--- src/rtl/cmd_sequencer.sv ---
`timescale 1ns/1ps
// cmd_sequencer
//
// Command controller for the vector coprocessor. A byte stream from the UART
// receiver carries a command byte, a 16-bit length N (MSB first), then N
// operand elements for memory A and N for memory B. Each element is
// max_pck+1 bytes, MSB first. Once both operand vectors are written, the HLS
// core is started. When it finishes, the result is handed to the transmit
// path. The next command is accepted only after the transmit path reports
// that it is idle again.
//
// Ports
//   clk, rst_n           clock, asynchronous active-low reset
//   rx_data, rx_valid    received byte and its one-cycle strobe
//   w_addr, w_data       operand element index and zero-extended element
//   we_a, we_b           one-cycle write strobes for operand memories A / B
//   op, n_elem           operation code and vector length to the core
//   ap_start, ap_done    core control
//   data_ready           one-cycle pulse that starts the transmit path
//   out_mode, max_pck    result format for the transmit path
//   tx_done              transmit path returned to idle (one-cycle pulse)
//   busy                 state is not IDLE
//   err                  one-cycle pulse when a command is aborted
//
// Handshakes
//   ap_start is held high for the whole RUN state (HLS ap_ctrl_hs) and drops
//   on the cycle after ap_done is sampled high. data_ready pulses for the
//   single SEND cycle. The sequencer then waits in WAIT_TX for a tx_done
//   pulse. ap_done outside RUN and tx_done outside WAIT_TX are ignored.
module cmd_sequencer #(
  parameter int unsigned MAX_ADDR    = 1024,
  parameter int unsigned TIMEOUT_CYC = 1_000_000
) (
  input  logic                        clk,
  input  logic                        rst_n,
  input  logic [7:0]                  rx_data,
  input  logic                        rx_valid,
  output logic [$clog2(MAX_ADDR)-1:0] w_addr,
  output logic [31:0]                 w_data,
  output logic                        we_a,
  output logic                        we_b,
  output logic [4:0]                  op,
  output logic [$clog2(MAX_ADDR):0]   n_elem,
  output logic                        ap_start,
  input  logic                        ap_done,
  output logic                        data_ready,
  output logic                        out_mode,
  output logic [1:0]                  max_pck,
  input  logic                        tx_done,
  output logic                        busy,
  output logic                        err
);

  localparam int AW = $clog2(MAX_ADDR);
  localparam int NW = AW + 1;
  localparam int TW = (TIMEOUT_CYC > 1) ? $clog2(TIMEOUT_CYC) : 1;
  localparam logic [TW-1:0] TO_TERM = TW'(TIMEOUT_CYC - 1);

  localparam logic [2:0] ST_IDLE    = 3'd0;
  localparam logic [2:0] ST_LEN_HI  = 3'd1;
  localparam logic [2:0] ST_LEN_LO  = 3'd2;
  localparam logic [2:0] ST_LOAD_A  = 3'd3;
  localparam logic [2:0] ST_LOAD_B  = 3'd4;
  localparam logic [2:0] ST_RUN     = 3'd5;
  localparam logic [2:0] ST_SEND    = 3'd6;
  localparam logic [2:0] ST_WAIT_TX = 3'd7;

  logic [2:0]    state_q, state_d;
  logic [4:0]    op_q, op_d;
  logic          out_mode_q, out_mode_d;
  logic [1:0]    max_pck_q, max_pck_d;
  logic [7:0]    len_hi_q, len_hi_d;
  logic [NW-1:0] n_elem_q, n_elem_d;
  logic [AW-1:0] w_addr_q, w_addr_d;
  logic [31:0]   w_data_q, w_data_d;
  logic [1:0]    byte_cnt_q, byte_cnt_d;
  logic          we_a_q, we_a_d;
  logic          we_b_q, we_b_d;
  logic          last_q, last_d;    // the pending write closes its vector
  logic          err_q, err_d;
  logic [TW-1:0] to_cnt_q, to_cnt_d;

  logic [31:0]   len_full;
  logic [31:0]   next_word;
  logic          len_ok;
  logic          byte_last;
  logic          elem_last;
  logic          to_active;

  always_comb begin
    state_d    = state_q;
    op_d       = op_q;
    out_mode_d = out_mode_q;
    max_pck_d  = max_pck_q;
    len_hi_d   = len_hi_q;
    n_elem_d   = n_elem_q;
    w_data_d   = w_data_q;
    byte_cnt_d = byte_cnt_q;
    we_a_d     = 1'b0;
    we_b_d     = 1'b0;
    last_d     = 1'b0;
    err_d      = 1'b0;
    to_cnt_d   = '0;

    // The write strobed last cycle retires now. The address advances, or
    // rewinds to 0 when that write closed the A or B vector. Using the
    // post-retire address below keeps back-to-back 1-byte elements correct.
    w_addr_d = w_addr_q;
    if (we_a_q || we_b_q) begin
      w_addr_d = last_q ? '0 : w_addr_q + AW'(1);
    end

    elem_last = ({1'b0, w_addr_d} == n_elem_q - NW'(1));
    byte_last = (byte_cnt_q == max_pck_q);
    len_full  = {16'h0000, len_hi_q, rx_data};
    len_ok    = (len_full != 32'd0) && (len_full <= MAX_ADDR);
    // The first byte of an element clears the shift register.
    next_word = (byte_cnt_q == 2'd0) ? {24'h000000, rx_data}
                                     : {w_data_q[23:0], rx_data};

    case (state_q)
      ST_IDLE: begin
        if (rx_valid) begin
          max_pck_d  = rx_data[7:6];
          out_mode_d = rx_data[5];
          op_d       = rx_data[4:0];
          state_d    = ST_LEN_HI;
        end
      end
      ST_LEN_HI: begin
        if (rx_valid) begin
          len_hi_d = rx_data;
          state_d  = ST_LEN_LO;
        end
      end
      ST_LEN_LO: begin
        if (rx_valid) begin
          if (len_ok) begin
            n_elem_d   = len_full[NW-1:0];
            w_addr_d   = '0;
            byte_cnt_d = 2'd0;
            state_d    = ST_LOAD_A;
          end else begin
            err_d   = 1'b1;
            state_d = ST_IDLE;
          end
        end
      end
      ST_LOAD_A: begin
        if (rx_valid) begin
          w_data_d = next_word;
          if (byte_last) begin
            we_a_d     = 1'b1;
            last_d     = elem_last;
            byte_cnt_d = 2'd0;
            // Move on at once so a B byte on the next cycle is not lost.
            // w_addr is rewound only when this write retires.
            if (elem_last) state_d = ST_LOAD_B;
          end else begin
            byte_cnt_d = byte_cnt_q + 2'd1;
          end
        end
      end
      ST_LOAD_B: begin
        // Start the core only after the final B write has been strobed.
        if (we_b_q && last_q) begin
          state_d = ST_RUN;
        end else if (rx_valid) begin
          w_data_d = next_word;
          if (byte_last) begin
            we_b_d     = 1'b1;
            last_d     = elem_last;
            byte_cnt_d = 2'd0;
          end else begin
            byte_cnt_d = byte_cnt_q + 2'd1;
          end
        end
      end
      ST_RUN: begin
        if (ap_done) state_d = ST_SEND;
      end
      ST_SEND: begin
        state_d = ST_WAIT_TX;
      end
      ST_WAIT_TX: begin
        if (tx_done) state_d = ST_IDLE;
      end
      default: begin
        state_d = ST_IDLE;
      end
    endcase

    // Inter-byte timeout while a command is being received. A byte on the
    // terminal-count cycle restarts the count, so the byte wins the tie.
    to_active = (state_q == ST_LEN_HI) || (state_q == ST_LEN_LO) ||
                (state_q == ST_LOAD_A) || (state_q == ST_LOAD_B);
    if (to_active) begin
      if (rx_valid || (state_d != state_q)) begin
        to_cnt_d = '0;
      end else if (to_cnt_q == TO_TERM) begin
        err_d   = 1'b1;
        state_d = ST_IDLE;
      end else begin
        to_cnt_d = to_cnt_q + TW'(1);
      end
    end

    if ((state_d != ST_LOAD_A) && (state_d != ST_LOAD_B)) byte_cnt_d = 2'd0;
  end

  always_ff @(posedge clk or negedge rst_n) begin
    if (!rst_n) begin
      state_q    <= ST_IDLE;
      op_q       <= '0;
      out_mode_q <= 1'b0;
      max_pck_q  <= '0;
      len_hi_q   <= '0;
      n_elem_q   <= '0;
      w_addr_q   <= '0;
      w_data_q   <= '0;
      byte_cnt_q <= '0;
      we_a_q     <= 1'b0;
      we_b_q     <= 1'b0;
      last_q     <= 1'b0;
      err_q      <= 1'b0;
      to_cnt_q   <= '0;
    end else begin
      state_q    <= state_d;
      op_q       <= op_d;
      out_mode_q <= out_mode_d;
      max_pck_q  <= max_pck_d;
      len_hi_q   <= len_hi_d;
      n_elem_q   <= n_elem_d;
      w_addr_q   <= w_addr_d;
      w_data_q   <= w_data_d;
      byte_cnt_q <= byte_cnt_d;
      we_a_q     <= we_a_d;
      we_b_q     <= we_b_d;
      last_q     <= last_d;
      err_q      <= err_d;
      to_cnt_q   <= to_cnt_d;
    end
  end

  assign w_addr     = w_addr_q;
  assign w_data     = w_data_q;
  assign we_a       = we_a_q;
  assign we_b       = we_b_q;
  assign op         = op_q;
  assign n_elem     = n_elem_q;
  assign out_mode   = out_mode_q;
  assign max_pck    = max_pck_q;
  assign err        = err_q;
  assign ap_start   = (state_q == ST_RUN);
  assign data_ready = (state_q == ST_SEND);
  assign busy       = (state_q != ST_IDLE);

endmodule

--- config.mk ---
export PLATFORM = sky130hd
export DESIGN_NAME = cmd_sequencer
export DESIGN_NICKNAME = d
export VERILOG_FILES = /design/src/rtl/cmd_sequencer.sv
export SDC_FILE = /design/constraint.sdc
export NUM_CORES = 1
export LEC_CHECK = 0
export BUFFER_PORTS_ARGS = -buffer_cell sky130_fd_sc_hd__buf_2
export CORE_ASPECT_RATIO = 0.6
export CORE_MARGIN = 2
export CORE_UTILIZATION = 35
export DETAILED_ROUTE_END_ITERATION = 7
export PLACE_DENSITY = 0.56
export SYNTH_ARGS = -nofsm -noshare
export SYNTH_HDL_FRONTEND = slang
export SYNTH_SLANG_ARGS = --single-unit
export TNS_END_PERCENT = 1
--- constraint.sdc ---
create_clock -name clk -period 3.6 [get_ports clk]
set_input_delay 0.36 -clock clk [delete_from_list [all_inputs] [get_ports clk]]
set_output_delay 0.36 -clock clk [all_outputs]
set_load 0.03 [all_outputs]
# Word-level counts from Yosys, hierarchy flattened
# Index checks and enable logic that the tools add are counted.
# W data, S select, Z words.
[totals]
input_bits = 13
regBits = 98
output_inout_bits = 67
wordCells = 103
[classes]
muxes = 48
n_eq_ne = 17
add_sub_neg = 4
reduce_logical = 19
order_cmp = 1
[op_table]
columns = ["op", "count"]
rows = [
  ["$mux W32", 3],
  ["$pmux W32 S2", 1],
  ["$mux W20", 3],
  ["$mux W10", 5],
  ["$mux W3", 12],
  ["$pmux W3 S8", 1],
  ["$add A20 B1 Y20 const B", 1],
  ["$eq A20 B20 Y1 const B", 1],
  ["$le A16 B11 Y1 const B", 1],
  ["$reduce_bool A16 Y1", 1],
  ["$mux W1", 14],
  ["$mux W2", 7],
  ["$eq A3 B3 Y1 const B", 4],
  ["$ne A3 B2 Y1 const B", 4],
  ["$eq A10 B11 Y1", 1],
  ["$sub A11 B1 Y11 const B", 1],
  ["$add A10 B1 Y10 const B", 1],
  ["$eq A3 B2 Y1 const B", 2],
  ["$pmux W2 S3", 1],
  ["$reduce_and A2 Y1", 3],
  ["$logic_or A1 B1 Y1", 5],
  ["$reduce_and A4 Y1", 1],
  ["$reduce_bool A4 Y1", 1],
  ["$eq A3 B1 Y1 const B", 1],
  ["12 further kinds", 14],
]

# Logic depth before layout (Yosys ltp)
# Gate-level depths: netlist of run 1.
[logic_depth]
depth_word = 16
depth_mapped = 12
depth_no_buf = 12

# Least setup slack after synthesis of run 1
# Ideal clock, no wire load.
[synth_timing]
path_type = "register to register"
startpoint = "register n_elem_q[0] (netlist: n_elem[0])"
endpoint = "register byte_cnt_q[1]"
setup_ns = 0.138
required_time_ns = 3.462
n_path_buf = 0
arrival_ns = 2.998
path_slack_ns = 0.464
stages_incl_launch_ff = 13
path_cell_list = "dfrtp_1 -> inv_1 -> ha_1 -> or4b_1 -> nor4b_2 -> xnor2_1 -> nand4_1 -> nor3_2 -> nand3_1 -> a311o_1 -> a211oi_2 -> mux2i_1 -> nor3_1"
[synth_between]
elab_chain_len = 14
elab_cells_between_ends = 20
[synth_lines]
columns = ["element", "line_no", "source"]
rows = [
  ["start, declared", "73", "logic [NW-1:0] n_elem_q, n_elem_d;"],
  ["start signal, assigned", "233", "n_elem_q <= n_elem_d;"],
  ["$sub A11 B1 Y11 (*)", "113", "elem_last = ({1'b0, w_addr_d} == n_elem_q - NW'(1));"],
  ["$eq A10 B11 Y1 (*)", "113", ""],
  ["$mux W3 (*)", "158", "if (elem_last) state_d = ST_LOAD_B;"],
  ["$mux W3 (*)", "152", "if (byte_last) begin"],
  ["$mux W3 (*)", "150", "if (rx_valid) begin"],
  ["$pmux W3 S8 (*)", "121", "case (state_q)"],
  ["$ne A3 B3 Y1", "198", "if (rx_valid || (state_d != state_q)) begin"],
  ["$logic_or A1 B1 Y1", "198", ""],
  ["$mux W3", "198", ""],
  ["$mux W3 (*)", "197", "if (to_active) begin"],
  ["$ne A3 B2 Y1 / $ne A3 B3 Y1 (equally long branches)", "208", "if ((state_d != ST_LOAD_A) && (state_d != ST_LOAD_B)) byte_cnt_d = 2'd0;"],
  ["$logic_and A1 B1 Y1 (*)", "208", ""],
  ["$ne A3 B2 Y1 (no line) / $reduce_bool A4 Y1 (equally long branches)", "--", ""],
  ["$reduce_and A4 Y1 (no line)", "--", ""],
  ["end signal, assigned", "236", "byte_cnt_q <= byte_cnt_d;"],
  ["end, declared", "76", "logic [1:0] byte_cnt_q, byte_cnt_d;"],
]
# Every way passes the cells marked *; elsewhere a longest branch is shown, timed or not.
# A chain may end at the register's enable or synchronous reset.

# Final worst setup path of run 1
# Same ends and word-level chain as after synthesis.

==> flow_summary.ini, run 1 <==
[final_layout]
areaGrowthSynthToFinish_pct = 19.2
final_common_cell = dfrtp_1
utilization = 0.427
final_nets = 571
layout_common_cells = dfrtp_1, buf_2, nand2_1, o21ai_0, mux2_2
drive_above_1_share = 0.270
n_antenna_cell = 0

[timing]
final-max-slew-violation-count = 0
rsz0062_at_grt = no
skew_ps = 10.7
max_slew_margin = 0.312
whs_ps = 151
setup_violations = 0
min_period_ps = 3380
hold_violations = 0
layout_setup_ws_ps = 218
max_freq_mhz = 296
tns_ps = 0
final.period_utilization = 0.939
worst_pin_slew_ps = 1030

[pwr]
leakage_uw = 0.00252
p_int_uw = 2530
pwr-share-comb = 0.387
p_switching_uw = 1750
p_seq_frac = 0.385
irDropWorstVdd_mv = 0.271
powerDensity_nw_per_um2 = 733
finalPower_uw = 4280
switching_share = 0.409
clkPwrFrac = 0.228

[clock_tree]
cts_tree = yes
clock-sinks = 98
numCtsBuffers = 9
root_buffer = clkbuf_16
ctsHoldBuffers = 0
clk_pin_slew_ps = 70
cts_buffer_depth = 2
cts_resized = 0
clock_latency_ps = 340
htreeDepth = 3
post-cts-setup-buffers = 0

[floorplan]
initial_core_util = 0.358
dieWidth_um = 157
coreArea_um2 = 13700
io_pins = 80
die_y_um = 95.6
rows = 33
die-area_um2 = 15000

[logic_synthesis]
synth_ff_type = dfrtp_1
post_synth_num_cell_types = 53
synth_xor_area_frac = 0.0697
ys_ff_latch = 98
synthSimpleGateAreaFrac = 0.222
muxShareOfSynthArea = 0.0818
ys_seq_area_frac = 0.501
synth_edf_count = 0
synth_top_family_by_area = simple AND/OR/NAND/NOR gates
syn-num-nets = 492
synthAdderAreaFrac = 0.0102
synth_area_um2 = 4900
async_flop_share = 1.00
postSynthAreaPerCell_um2 = 10.3
synthCells = 475
yosysWarnings = 0
synth_compound_area_frac = 0.0899

[detailed_routing]
firstDrtPassIters = 4
ant_nets = 0
wl_per_cell_um = 15.9
vias = 3764
vias_per_cell = 5.01
drc = 0
wirelength_um = 11900
drt-initial-drc-count = 181

[critical_path]
worstReg2RegStart = n_elem[0]$_DFFE_PN0P_
critPathLaunchType = register
required_ps = 3810
reg2reg_to = byte_cnt_q[1]$_DFFE_PN0P_
path_class = reg -> reg
cp_max_fo = 3
endpoint_kind = register
regToRegSetupSlack_ps = 220
cp.arrival_ps = 3590
r2r_cells = 12

[placed_design]
io_buffer_count = 79
place_congestion = 0.827
dp_hpwl_um = 8580
pre_cts_ws_ps = 263

[run_status]
status = complete, no violations

[flow_run]
maxCapViolCount = 0

[global_routing]
grt_max_degree = 73
grt-ovfl-total = 0
grt_pass1_wl_um = 19600
grt_pass1_vias = 3600
grt_usage = 0.169
antenna_found_initial = 0

[min_path]
hold_path_class = in -> async
## cell type report
type / count / area (um^2)
multi-input cells: 345 / 2330
clock buffers: 11 / 233
inverters: 10 / 37.5
fillers: 1329 / 7830
repair buffers: 90 / 480
clock inverters: 5 / 61.3
well taps: 192 / 240
flip-flops and latches: 98 / 2450
## worst max-delay path, stage by stage (launching register included)
cell	delay, ps
dfrtp_1	400
inv_1	110
ha_1	220
or4b_1	540
nor4b_2	300
xnor2_1	160
nand4_1	130
nor3_2	290
nand3_1	160
a311o_1	310
a211oi_2	270
mux2i_1	290
nor3_1	70
## sequential cells by signal, indices dropped and copies added, names as in the netlist
| name | cells |
|---|---|
| out_mode | 1 |
| we_a | 1 |
| max_pck | 2 |
| op | 5 |
| byte_cnt_q | 2 |
| w_addr | 10 |
| n_elem | 11 |
| w_data | 32 |
| we_b | 1 |
| last_q | 1 |
| err | 1 |
| state_q | 3 |
| len_hi_q | 8 |
| to_cnt_q | 20 |
## through the flow
step	std cells	area [um^2]
global placement	735	5540
finish	751	5840
CTS	751	5840
global route	751	5840
detailed placement	735	5540
floorplan	475	4900
## metal layers
metal	global-route usage	vias up	wire, um
met2	0.241	85	4870
met5	0	-	0
met3	0.0423	13	545
met4	0.0313	0	113
li1	-	1842	-
met1	0.258	1824	6370
## how the worst max path moves through the flow
stage	start	endpoint	slack (ps)	cells after the start
CTS	n_elem[0]$_DFFE_PN0P_	byte_cnt_q[1]$_DFFE_PN0P_	250	12
floorplan	n_elem[0]$_DFFE_PN0P_	byte_cnt_q[1]$_DFFE_PN0P_	460	12
global placement	n_elem[0]$_DFFE_PN0P_	byte_cnt_q[1]$_DFFE_PN0P_	380	12
detailed placement	n_elem[0]$_DFFE_PN0P_	byte_cnt_q[1]$_DFFE_PN0P_	260	12
global route	n_elem[0]$_DFFE_PN0P_	byte_cnt_q[1]$_DFFE_PN0P_	40	12
finish	n_elem[0]$_DFFE_PN0P_	byte_cnt_q[1]$_DFFE_PN0P_	220	12
## cell usage after synthesis, types with 2 or more instances
cell type | n | area share
a211oi_2 | 2 | 0.0051
a21o_1 | 2 | 0.0031
a21oi_1 | 5 | 0.0051
a221o_1 | 3 | 0.0061
a31oi_1 | 4 | 0.0051
and2_1 | 6 | 0.0077
and3_1 | 4 | 0.0051
buf_2 | 4 | 0.0041
clkbuf_1 | 18 | 0.014
dfrtp_1 | 98 | 0.50
ha_1 | 4 | 0.010
inv_1 | 10 | 0.0077
mux2_2 | 32 | 0.074
mux2i_1 | 4 | 0.0082
nand2_1 | 43 | 0.033
nand2_2 | 2 | 0.0026
nand2b_1 | 28 | 0.036
nand3_1 | 16 | 0.016
nand3b_1 | 3 | 0.0046
nand4_1 | 7 | 0.0089
nor2_1 | 28 | 0.021
nor2b_1 | 6 | 0.0077
nor3_1 | 20 | 0.020
nor3_2 | 3 | 0.0061
nor3b_1 | 3 | 0.0046
nor4_1 | 15 | 0.019
nor4b_1 | 3 | 0.0054
o211a_1 | 2 | 0.0041
o21ai_0 | 34 | 0.035
o21bai_1 | 2 | 0.0031
o22ai_1 | 2 | 0.0026
or3_1 | 4 | 0.0051
xnor2_1 | 24 | 0.043
xor2_1 | 15 | 0.027
## cells by family after synthesis
family / count (synthesis)
compound gates: 67
fa+ha+maj: 4
flops: 98
buf+inv: 32
simple gates: 199
xor+xnor: 39
mux: 36
## power by group through the flow
stage	clock (uW)	sequential [uW]	combinational [uW]
floorplan	0	1950	852
global placement	0	1650	1630
detailed placement	0	1660	1650
CTS	1000	1650	1660
global route	1050	1690	1790
finish	976	1650	1650
Note: power is estimated with default switching activity, not from simulation.
==> inputs of run 2 (changes only) <==
--- a/config.mk
+++ b/config.mk
@@ -9,6 +9,7 @@
 export CORE_ASPECT_RATIO = 0.6
 export CORE_MARGIN = 2
 export CORE_UTILIZATION = 35
+export CTS_BUF_LIST = sky130_fd_sc_hd__clkbuf_16
 export DETAILED_ROUTE_END_ITERATION = 7
 export PLACE_DENSITY = 0.56
 export SYNTH_ARGS = -nofsm -noshare
==> flow_summary.ini, run 2 (synthesized netlist as in run 1, its figures left out) <==
[run_status]
status = complete, no violations

[min_path]
hold_path_class = in -> async

[timing]
max_slew_margin = 0.315
min_period_ps = 3380
max_freq_mhz = 296
final-max-slew-violation-count = 0
setup_violations = 0
tns_ps = 0
rsz0062_at_grt = no
worst_pin_slew_ps = 1020
skew_ps = 11.0
hold_violations = 0
final.period_utilization = 0.939
layout_setup_ws_ps = 218

[placed_design]
io_buffer_count = 79
dp_hpwl_um = 8580
place_congestion = 0.827
pre_cts_ws_ps = 263
dp.cells = 735

[global_routing]
antenna_found_initial = 0
grt_usage = 0.169
grt_pass1_vias = 3600
grt_max_degree = 73
grt-ovfl-total = 0
grt_pass1_wl_um = 19600

[critical_path]
endpoint_kind = register
path_cells = inv_1 > ha_1 > or4b_1 > nor4b_2 > xnor2_1 > nand4_1 > nor3_2 > nand3_1 > a311o_1 > a211oi_2 > mux2i_1 > nor3_1
critPathSlowestCell = or4b_1
worstReg2RegStart = n_elem[0]$_DFFE_PN0P_
reg2reg_to = byte_cnt_q[1]$_DFFE_PN0P_
r2r_cells = 12
cp.arrival_ps = 3590
regToRegSetupSlack_ps = 220
cp_max_fo = 3
max_stage_delay_ps = 540
critPathLaunchType = register
required_ps = 3810
path_class = reg -> reg

[clock_tree]
cts_buffer_depth = 2
root_buffer = clkbuf_16
cts_resized = 0
post-cts-setup-buffers = 0
htreeDepth = 3
numCtsBuffers = 9
clock_latency_ps = 340
clock-sinks = 98
clk_pin_slew_ps = 70
ctsHoldBuffers = 0
cts_tree = yes

[floorplan]
dieWidth_um = 157
die_y_um = 95.6
rows = 33
io_pins = 80
die-area_um2 = 15000
coreArea_um2 = 13700
initial_core_util = 0.358

[detailed_routing]
ant_nets = 0
wl_per_cell_um = 15.9
vias = 3764
wirelength_um = 11900
firstDrtPassIters = 4
vias_per_cell = 5.01
drc = 0
drt-initial-drc-count = 181

[pwr]
powerDensity_nw_per_um2 = 732
irDropWorstVdd_mv = 0.271
leakage_uw = 0.00253

[final_layout]
largest_register_ffs = 32
final_cells = 751
layout_common_cells = dfrtp_1, buf_2, nand2_1, o21ai_0, mux2_2
drive_above_1_share = 0.270
final_nets = 571
final_common_cell = dfrtp_1
areaGrowthSynthToFinish_pct = 19.2
fill_cells = 1329
n_antenna_cell = 0

[flow_run]
maxCapViolCount = 0
==> run 2: cell types whose count changed in the layout (fill, tap and decap cells not counted) <==
| cell | delta |
|---|---|
| inv_1 | +2 |
| clkbuf_1 | -2 |
==> run 2: power breakdown <==
part           internal, uW  leakage [uW]  switching (uW)
Clock                   540      0.000153             432
Sequential             1350       0.00126             295
Combinational           631       0.00111            1020
Total                  2520       0.00253            1750
==> run 2: worst max-delay path by stage <==
stage,slack (ps),startpoint,endpoint,cells past startpoint
2_1_floorplan,460,n_elem[0]$_DFFE_PN0P_,byte_cnt_q[1]$_DFFE_PN0P_,12
3_3_place_gp,380,n_elem[0]$_DFFE_PN0P_,byte_cnt_q[1]$_DFFE_PN0P_,12
6_report,220,n_elem[0]$_DFFE_PN0P_,byte_cnt_q[1]$_DFFE_PN0P_,12
5_1_grt,40,n_elem[0]$_DFFE_PN0P_,byte_cnt_q[1]$_DFFE_PN0P_,12
4_1_cts,250,n_elem[0]$_DFFE_PN0P_,byte_cnt_q[1]$_DFFE_PN0P_,12
3_5_place_dp,260,n_elem[0]$_DFFE_PN0P_,byte_cnt_q[1]$_DFFE_PN0P_,12
==> run 2: worst max-delay path, delay by kind of cell, from the launching register on <==
| family | cells | cell delay (ps) |
|---|---|---|
| multiplexers | 1 | 290 |
| buffers and inverters | 1 | 110 |
| AND/OR/NAND/NOR | 6 | 1490 |
| XOR/XNOR | 1 | 160 |
| adder cells (fa/ha/maj) | 1 | 220 |
| AO/OA/AOI/OAI | 2 | 580 |
| flip-flops | 1 | 400 |
==> run 2: metrics by stage <==
step	area (um^2)	power, uW	hold WS, ps	utilization
6_report	5840	4270	151	0.427
2_1_floorplan	4900	2800	64.4	-
3_3_place_gp	5540	3290	460	0.405
4_1_cts	5840	4300	212	0.427
3_5_place_dp	5540	3320	470	0.405
5_1_grt	5840	4530	230	0.427
==> run 2: cell type report <==
| cell class | instances | area [um^2] | area share |
|---|---|---|---|
| clock buffers | 9 | 225 | 0.0386 |
| clock inverters | 7 | 68.8 | 0.0118 |
| inverters | 10 | 37.5 | 0.00643 |
| multi-input cells | 345 | 2330 | 0.399 |
| flip-flops and latches | 98 | 2450 | 0.420 |
| well taps | 192 | 240 | 0.0412 |
| repair buffers | 90 | 480 | 0.0823 |
==> run 2: layer usage <==
layer / track usage / routed length [um] / vias up
met3: 0.0423 / 540 / 13
met4: 0.0313 / 113 / 0
met5: 0 / 0 / -
met1: 0.258 / 6380 / 1824
li1: - / - / 1841
met2: 0.241 / 4880 / 86
==> inputs of run 3 (changes only) <==
--- a/config.mk
+++ b/config.mk
@@ -5,6 +5,7 @@
 export SDC_FILE = /design/constraint.sdc
 export NUM_CORES = 1
 export LEC_CHECK = 0
+export ABC_AREA = 1
 export BUFFER_PORTS_ARGS = -buffer_cell sky130_fd_sc_hd__buf_2
 export CORE_ASPECT_RATIO = 0.6
 export CORE_MARGIN = 2
==> flow_summary.ini, run 3 <==
[pwr]
leakage_uw = 0.00312
irDropWorstVdd_mv = 0.319
finalPower_uw = 4500
powerDensity_nw_per_um2 = 749

[global_routing]
grt_max_degree = 54
grt_pass1_wl_um = 21500
grt_pass1_vias = 4129
grt_usage = 0.172
grt-ovfl-total = 0
antenna_found_initial = 0

[final_layout]
layout_common_cells = nand2_1, inv_1, dfrtp_1, buf_2, nor2_1
utilization = 0.417
fill_cells = 1476
areaGrowthSynthToFinish_pct = 17.1
drive_above_1_share = 0.176
final_cells = 944
final_nets = 758
largest_register_ffs = 32
n_antenna_cell = 0
final_common_cell = nand2_1

[logic_synthesis]
synthCells = 664
synth_ff_type = dfrtp_1
synth_area_leaders = dfrtp_1, nand2_1, inv_1
postSynthAreaPerCell_um2 = 7.73
syn-num-nets = 681
post_synth_num_cell_types = 36
synth_edf_count = 0
yosysMostFrequentCell = nand2_1
yosysWarnings = 0
ys_seq_area_frac = 0.478
synth_top_area_frac = 0.478
synth_commonest_cells = nand2_1, inv_1, dfrtp_1
ys_ff_latch = 98
async_flop_share = 1.00
synth_area_um2 = 5130
synth_largest_area_cell = dfrtp_1

[detailed_routing]
wl_per_cell_um = 13.8
vias_per_cell = 4.76
wirelength_um = 13100
drt-initial-drc-count = 276
ant_nets = 0
vias = 4493
drc = 0
firstDrtPassIters = 5

[flow_run]
maxCapViolCount = 0

[timing]
skew_ps = 8.77
final-max-slew-violation-count = 0
worst_pin_slew_ps = 718
min_period_ps = 2850
layout_setup_ws_ps = 750
tns_ps = 0
rsz0062_at_grt = no
setup_violations = 0
final.period_utilization = 0.792
max_slew_margin = 0.521
hold_violations = 0
max_freq_mhz = 351

[clock_tree]
root_buffer = clkbuf_16
cts_tree = yes
cts_buffer_depth = 2
numCtsBuffers = 9
ctsHoldBuffers = 0
clock_latency_ps = 340
post-cts-setup-buffers = 0
clk_pin_slew_ps = 80
clock-sinks = 98
htreeDepth = 3
cts_resized = 0

[floorplan]
initial_core_util = 0.356
io_pins = 80
rows = 34
dieWidth_um = 160
coreArea_um2 = 14400
die-area_um2 = 15700
die_y_um = 97.8

[critical_path]
endpoint_kind = register
required_ps = 3860
reg2reg_to = to_cnt_q[10]$_DFF_PN0_
max_stage_delay_ps = 440
critPathSlowestCell = dfrtp_1
critPathLaunchType = register
r2r_cells = 15
path_class = reg -> reg
cp.arrival_ps = 3110
crit_top_cell = nand2_1
worstReg2RegStart = n_elem[0]$_DFFE_PN0P_
cp_max_fo = 20
regToRegSetupSlack_ps = 750
path_cells = inv_1 > ha_1 > nand2_1 > nor2_2 > xor2_1 > nand2_1 > nand2_1 > nand2_1 > nor2_2 > nand4_2 > nand2_2 > nand2_4 > nand3_4 > nand4_4 > nor3b_2

[placed_design]
place_congestion = 0.883
dp.cells = 928
dp_hpwl_um = 9800
pre_cts_ws_ps = 760
io_buffer_count = 79

[min_path]
hold_path_class = in -> async

[run_status]
status = complete, no violations
run 3: changes by cell type after synthesis, sizes merged, moves of 13 or more:
| cell | change |
|---|---|
| mux2 | -32 |
| o21ai | +27 |
| nor2 | +47 |
| inv | +96 |
| nand2b | -28 |
| nor4 | -13 |
| nand2 | +141 |
| xnor2 | -21 |
| nand3 | +32 |
run 3: layout make-up:
| type | count | area [um^2] | share of cell area |
|---|---|---|---|
| multi-input cells | 443 | 2200 | 0.366 |
| clock buffers | 9 | 225 | 0.0375 |
| clock inverters | 7 | 58.8 | 0.00979 |
| inverters | 106 | 398 | 0.0662 |
| repair buffers | 83 | 428 | 0.0712 |
| flip-flops and latches | 98 | 2450 | 0.408 |
| well taps | 198 | 248 | 0.0412 |
run 3: report_power, final:
part	leakage [uW]	internal, uW	switching [uW]
clock	0.000145	484	462
sequential	0.00130	1350	273
combinational	0.00167	570	1370
run 3: stage by stage:
step / hold slack, ps / instance area [um^2]
floorplan: 64.4 / 5130
global placement: 447 / 5720
detailed placement: 460 / 5720
CTS: 85.7 / 6010
global route: 104 / 6010
finish: 43.0 / 6010
run 3: worst max-delay path by stage:
stage | end | start | depth (start not counted)
finish | to_cnt_q[10]$_DFF_PN0_ | n_elem[0]$_DFFE_PN0P_ | 15
floorplan | to_cnt_q[10]$_DFF_PN0_ | n_elem[0]$_DFFE_PN0P_ | 18
detailed placement | to_cnt_q[10]$_DFF_PN0_ | n_elem[0]$_DFFE_PN0P_ | 15
global placement | to_cnt_q[10]$_DFF_PN0_ | n_elem[0]$_DFFE_PN0P_ | 15
CTS | to_cnt_q[10]$_DFF_PN0_ | n_elem[0]$_DFFE_PN0P_ | 15
global route | to_cnt_q[10]$_DFF_PN0_ | n_elem[0]$_DFFE_PN0P_ | 15
run 3: critical path: cells and delay by family (launching register included):
family                     cells  cell delay, ps
and+or+nand+nor               12            1750
buffers and inverters          1             160
xor gates and xnor gates       1             170
adders and majority gates      1             240
DFF                            1             440
run 3: cells by family after synthesis:
kind of cell	after synthesis	synth area share
DFF	98	0.478
buffers and inverters	123	0.0936
AOI/OAI and AO/OA	80	0.0839
xor gates and xnor gates	13	0.0222
and+or+nand+nor	346	0.313
adders and majority gates	4	0.00975
run 3: routing by layer:
layer / track usage / vias up / wire length [um]
met4: 0.0423 / 0 / 129
met3: 0.0344 / 10 / 571
li1: - / 2246 / -
met5: 0 / - / 0
met1: 0.265 / 2136 / 6820
met2: 0.246 / 101 / 5540
